## src/rtl/fc_network.sv

```systemverilog
// Sequential 3-layer fully connected inference engine: one shared MAC, built-in operands, argmax output.
// Optional macro FC_BIAS_EN adds per-node biases at write-back (b1[j]=1, b2[k]=-k).
module fc_network #(
  parameter int firstLayerNodes  = 3,
  parameter int secondLayerNodes = 2,
  parameter int thirdLayerNodes  = 10,
  parameter int DATA_W           = 8,
  parameter int ACC_W            = 24
) (
  input  logic       clk,
  input  logic       reset,
  input  logic       enable,
  output logic       finished,
  output logic [3:0] result
);

  typedef enum logic [2:0] {
    S_IDLE   = 3'd0,
    S_L1     = 3'd1,
    S_L2     = 3'd2,
    S_ARGMAX = 3'd3,
    S_DONE   = 3'd4
  } state_t;

  localparam logic [3:0] N1_LAST = 4'(firstLayerNodes - 1);
  localparam logic [3:0] N2_LAST = 4'(secondLayerNodes - 1);
  localparam logic [3:0] N3_LAST = 4'(thirdLayerNodes - 1);

  state_t                   state_q;
  logic [3:0]               i_q, j_q, k_q;
  logic signed [ACC_W-1:0]  acc_q, max_q;
  logic [3:0]               idx_q;
  logic signed [ACC_W-1:0]  h_q [16];
  logic signed [ACC_W-1:0]  o_q [16];
  logic                     finished_q;
  logic [3:0]               result_q;

  logic signed [DATA_W-1:0] w_s, x_s;
  logic signed [ACC_W-1:0]  opnd_s, prod_s, sum_d, wb_d, relu_d, cand_max_d;
  logic [3:0]               cand_idx_d;

  // Operand generation for the shared multiplier: weight on one side, x or h on the other.
  always_comb begin
    w_s    = '0;
    x_s    = DATA_W'(i_q) + DATA_W'(1);
    opnd_s = '0;
    case (state_q)
      S_L1: begin
        w_s    = DATA_W'(i_q) + DATA_W'(j_q) + DATA_W'(1);
        opnd_s = ACC_W'(x_s);
      end
      S_L2: begin
        w_s    = DATA_W'(thirdLayerNodes - 1) - DATA_W'(k_q);
        opnd_s = h_q[j_q];
      end
      default: begin
        w_s    = '0;
        opnd_s = '0;
      end
    endcase
  end

  assign prod_s = ACC_W'(w_s) * opnd_s;
  assign sum_d  = acc_q + prod_s;

`ifdef FC_BIAS_EN
  logic signed [ACC_W-1:0] bias_s;

  // Node bias: +1 for hidden nodes, -k for output nodes.
  always_comb begin
    bias_s = '0;
    if (state_q == S_L1) begin
      bias_s = ACC_W'(1);
    end else begin
      bias_s = ACC_W'(0) - ACC_W'(k_q);
    end
  end

  assign wb_d = sum_d + bias_s;
`else
  assign wb_d = sum_d;
`endif

  assign relu_d = wb_d[ACC_W-1] ? '0 : wb_d;

  // Running argmax: seeded from o[0], later scores win only when strictly greater.
  always_comb begin
    cand_max_d = max_q;
    cand_idx_d = idx_q;
    if (k_q == 4'd0) begin
      cand_max_d = o_q[0];
      cand_idx_d = 4'd0;
    end else if (o_q[k_q] > max_q) begin
      cand_max_d = o_q[k_q];
      cand_idx_d = k_q;
    end else begin
      cand_max_d = max_q;
      cand_idx_d = idx_q;
    end
  end

  // Control FSM together with the accumulator, activation/score storage and outputs.
  always_ff @(posedge clk or negedge reset) begin
    if (!reset) begin
      state_q    <= S_IDLE;
      i_q        <= 4'd0;
      j_q        <= 4'd0;
      k_q        <= 4'd0;
      acc_q      <= '0;
      max_q      <= '0;
      idx_q      <= 4'd0;
      finished_q <= 1'b0;
      result_q   <= 4'd0;
      for (int n = 0; n < 16; n++) begin
        h_q[n] <= '0;
        o_q[n] <= '0;
      end
    end else begin
      case (state_q)
        S_IDLE: begin
          finished_q <= 1'b0;
          if (enable) begin
            acc_q   <= '0;
            i_q     <= 4'd0;
            j_q     <= 4'd0;
            k_q     <= 4'd0;
            state_q <= S_L1;
          end
        end
        S_L1: begin
          if (i_q == N1_LAST) begin
            h_q[j_q] <= relu_d;
            acc_q    <= '0;
            i_q      <= 4'd0;
            if (j_q == N2_LAST) begin
              j_q     <= 4'd0;
              state_q <= S_L2;
            end else begin
              j_q <= j_q + 4'd1;
            end
          end else begin
            acc_q <= sum_d;
            i_q   <= i_q + 4'd1;
          end
        end
        S_L2: begin
          if (j_q == N2_LAST) begin
            o_q[k_q] <= wb_d;
            acc_q    <= '0;
            j_q      <= 4'd0;
            if (k_q == N3_LAST) begin
              k_q     <= 4'd0;
              state_q <= S_ARGMAX;
            end else begin
              k_q <= k_q + 4'd1;
            end
          end else begin
            acc_q <= sum_d;
            j_q   <= j_q + 4'd1;
          end
        end
        S_ARGMAX: begin
          max_q <= cand_max_d;
          idx_q <= cand_idx_d;
          if (k_q == N3_LAST) begin
            result_q   <= cand_idx_d;
            finished_q <= 1'b1;
            k_q        <= 4'd0;
            state_q    <= S_DONE;
          end else begin
            k_q <= k_q + 4'd1;
          end
        end
        S_DONE: begin
          if (!enable) begin
            finished_q <= 1'b0;
            state_q    <= S_IDLE;
          end
        end
        default: begin
          finished_q <= 1'b0;
          state_q    <= S_IDLE;
        end
      endcase
    end
  end

  assign finished = finished_q;
  assign result   = result_q;

endmodule

```

## config.mk

```make
export PLATFORM = sky130hd
export DESIGN_NAME = fc_network
export DESIGN_NICKNAME = d
export VERILOG_FILES = /design/src/rtl/fc_network.sv
export SDC_FILE = /design/constraint.sdc
export NUM_CORES = 2
export LEC_CHECK = 0
export ABC_AREA = 0
export BUFFER_PORTS_ARGS = -buffer_cell sky130_fd_sc_hd__buf_2
export CORE_UTILIZATION = 30
export CTS_CLUSTER_DIAMETER = 30
export DETAILED_ROUTE_END_ITERATION = 10
export MAX_ROUTING_LAYER = met4
export PLACE_DENSITY = 0.53
export SLEW_MARGIN = 20
export SYNTH_ARGS = -nofsm -noshare
export SYNTH_HDL_FRONTEND = slang
export SYNTH_SLANG_ARGS = --single-unit
```

## constraint.sdc

```tcl
create_clock -name clk -period 10.1 [get_ports clk]
set_input_delay 2.02 -clock clk [delete_from_list [all_inputs] [get_ports clk]]
set_output_delay 2.02 -clock clk [all_outputs]
set_load 0.1 [all_outputs]
```

==> flow_summary.yaml <==
run_status:
  status: "complete, no violations"
logic_synthesis:
  synth_top_area_cell: "dfrtp_1"
  async_flop_share_pct: 100.0
  avgSynthCellArea_um2: 11.04
  ys.flop_type: "dfrtp_1"
  ys_types: 61
  synth_seq_cells: 824
  yosysTopAreaCellShare_pct: 49.65
  synthTopCellsByCount: "nand2_1 (836), dfrtp_1 (824), o21ai_0 (422)"
  synth_fp_nets: 3986
  yosysWarnings: 0
  synth-seq-area-share_pct: 49.65
  yosysMostFrequentCell: "nand2_1"
  yosys-top-cells-area: "dfrtp_1 (50%), mux4_2 (12%), nand2_1 (7.6%)"
  syn_inst: 3763
  synth-edff-count: 0
  syn_area_um2: 41530
global_routing:
  grt_max_degree: 155
  overflow: 0
  grt_first_pass_wirelength_um: 179300
  grt_pass1_vias: 29330
  grt_antenna_before_repair: 8
  grt.total_usage_pct: 17.11
floorplanning:
  ios: 8
  coreArea_um2: 137500
  die_w_um: 374.1
  die_y_um: 374.1
  start_util_pct: 30.21
  fp-row-count: 136
  die-area_um2: 139900
sta:
  fin_tns_setup_ns: 0
  finalHoldViolations: 0
  drv_slew: 0
  max_freq_mhz: 109.3
  setup_viol: 0
  whs_ns: 0.4622
  fin_crit_sh_pct: 90.60
  tightest_slew_ns: 1.148
  fin_ws_ns: 0.9495
  period_minus_slack_ns: 9.150
  slew_headroom_pct: 23.22
  fin_skew_ns: 0.02603
  rsz0062_at_grt: "no"
cells_and_area:
  drive_gt1_share_pct: 19.82
  final_cells: 5701
  fillCellCount: 13520
  syn_to_final_growth_pct: 19.42
  num-nets-final: 3977
setup_path:
  ff2ff_setup_slack_ns: 0.95
  endpoint: "h_q[284]$_DFFE_PN0P_"
  crit_start: "j_q[0]$_DFFE_PN0P_"
  crit_arrival_ns: 9.81
  critPathMaxFanout: 22
  rr_worst_depth: 26
  r2r_end: "h_q[284]$_DFFE_PN0P_"
  worst-setup-path-type: "reg -> reg"
  cp-start-kind: "flop"
  worst_setup_path_end_kind: "flop"
  cp_data_required_time_ns: 10.76
  reg2reg_from: "j_q[0]$_DFFE_PN0P_"
clock_network:
  path_clk_slew_ns: 0.05
  cts_buffers: 171
  clockBufferDepth: 3
  root_buffer: "clkbuf_16"
  ctsResizeCount: 0
  clock_sink_count: 824
  htreeDepth: 4
  clkLatencyLatePin_ns: 0.77
  cts_tree: "yes"
hold_path:
  hp-class: "reg -> reg"
flow_run:
  drv_cap: 0
route:
  drt_pass1_iterations: 5
  vias_per_cell: 4.919
  num_vias: 28040
  post-route-drc-count: 0
  wl_per_cell_um: 19.77
  drtIter0Drc: 2089
  wl_um: 112700
  drtAntennaViolNets: 0
placed_design:
  place_inst: 5374
  dp_hpwl_um: 69190
  gp_congestion: 0.8322
  numPortBuffers: 7
  place_ws_ns: 0.6674
power:
  ir_drop_v: 0.0001621
  p_leak_uw: 0.02167
  p_per_area_nw_per_um2: 227.7
## power breakdown
group,total [uW],leakage (uW),internal [uW],switching (uW)
clock,5750,0.00291,3830,1910
combinational,1950,0.00733,631,1320
sequential,3600,0.0114,3460,138
## state kept, by name (all words and copies together), names as in the netlist, 3 cells and up
name / count
result: 4
idx_q: 4
h_q: 368
j_q: 4
k_q: 4
o_q: 384
acc_q: 24
state_q: 3
max_q: 24
i_q: 4
## kinds of logic after synthesis
kind of cell / after synthesis / share of synthesized area [%]
AND/OR/NAND/NOR: 1027 / 10.09
AO/OA/AOI/OAI: 872 / 11.28
flip-flops: 824 / 49.65
buffers and inverters: 466 / 4.380
multiplexers: 319 / 14.80
adder cells (fa/ha/maj): 220 / 9.013
XOR/XNOR: 35 / 0.7893
## cells in the final DEF, fill, tap and decap left out, drive strengths merged, types with 2 or more instances in the layout
| cell type | netlist | routed |
|---|---|---|
| o22ai | 28 | 28 |
| o41ai | 2 | 2 |
| o31ai | 9 | 9 |
| clkinvlp | 0 | 19 |
| a22o | 8 | 8 |
| mux2 | 81 | 81 |
| a21o | 15 | 15 |
| nor4 | 2 | 2 |
| xnor2 | 17 | 17 |
| nor2 | 59 | 59 |
| bufinv | 0 | 21 |
| clkbuf | 223 | 209 |
| inv | 187 | 203 |
| o31a | 2 | 2 |
| mux2i | 10 | 10 |
| fa | 132 | 132 |
| a22oi | 31 | 31 |
| nand4 | 8 | 8 |
| or2 | 5 | 5 |
| ha | 88 | 88 |
| o21a | 7 | 7 |
| nand3 | 25 | 25 |
| a32o | 4 | 4 |
| nor3 | 8 | 8 |
| and3 | 2 | 2 |
| a211oi | 7 | 7 |
| o21bai | 3 | 3 |
| diode | 0 | 6 |
| a21oi | 20 | 20 |
| and2 | 33 | 33 |
| nor3b | 4 | 4 |
| nand2b | 26 | 26 |
| o21ai | 725 | 725 |
| nor2b | 13 | 13 |
| mux4 | 228 | 228 |
| clkinv | 0 | 55 |
| buf | 56 | 97 |
| xor2 | 17 | 17 |
| dfrtp | 824 | 824 |
| nand2 | 838 | 838 |
## metrics by stage
step / total power [uW] / util, % / cell area, um^2
floorplan: 4894 / - / 41530
global placement: 5600 / 31.68 / 43560
detailed placement: 5615 / 31.69 / 43560
CTS: 11420 / 36.04 / 49550
global route: 11790 / 36.07 / 49590
finish: 11290 / 36.07 / 49600
## how the worst min path moves through the flow
stage                          startpoint               endpoint  depth (start not counted)
global placement     h_q[142]$_DFFE_PN0P_   h_q[142]$_DFFE_PN0P_                          2
CTS                 result[0]$_DFFE_PN0P_  result[0]$_DFFE_PN0P_                          2
finish              result[0]$_DFFE_PN0P_  result[0]$_DFFE_PN0P_                          2
global route        result[2]$_DFFE_PN0P_  result[2]$_DFFE_PN0P_                          2
floorplan            h_q[142]$_DFFE_PN0P_   h_q[142]$_DFFE_PN0P_                          2
detailed placement  result[0]$_DFFE_PN0P_  result[0]$_DFFE_PN0P_                          2
## routing by layer
| metal | part of all wire [%] | routed length (um) | global-route usage [%] |
|---|---|---|---|
| met1 | 45 | 51040 | 22.42 |
| met2 | 47 | 52600 | 26.27 |
| met3 | 5.3 | 5994 | 3.696 |
| met4 | 2.7 | 3065 | 5.691 |
| met5 | 0 | 0 | - |
## critical path, cell delays in order, from the launching register on
cell	delay, ns
dfrtp_4	0.73
mux4_2	0.58
mux4_2	0.54
nand2_1	0.10
o21ai_0	0.33
and2_1	0.36
fa_1	0.49
inv_1	0.05
fa_1	0.47
inv_1	0.05
fa_1	0.45
fa_1	0.49
inv_1	0.05
fa_1	0.49
inv_1	0.04
ha_1	0.31
o21ai_0	0.09
nor2_1	0.08
or4_1	0.48
a41oi_1	0.23
buf_4	0.16
a211oi_1	0.15
nor3_1	0.15
o21ai_0	0.23
xnor2_4	0.90
nand2_1	0.66
o21ai_0	0.33
## what timing repair did
action                     in CTS  in global routing
hold buffers                    0                  0
setup endpoints to repair       0                 11
buffers inserted                0                  1
## final cells by class
type	count	area (um^2)	share of cell area, %
tap	1794	2245	4.526
inverter	187	701.9	1.415
multi-input combinational	2473	19240	38.80
antenna	6	15.01	0.03027
clock buffer	209	4664	9.405
sequential	824	20640	41.61
clock inverter	111	1325	2.672
timing repair buffer	97	762.0	1.536
Power figures use the tool's default switching activity.
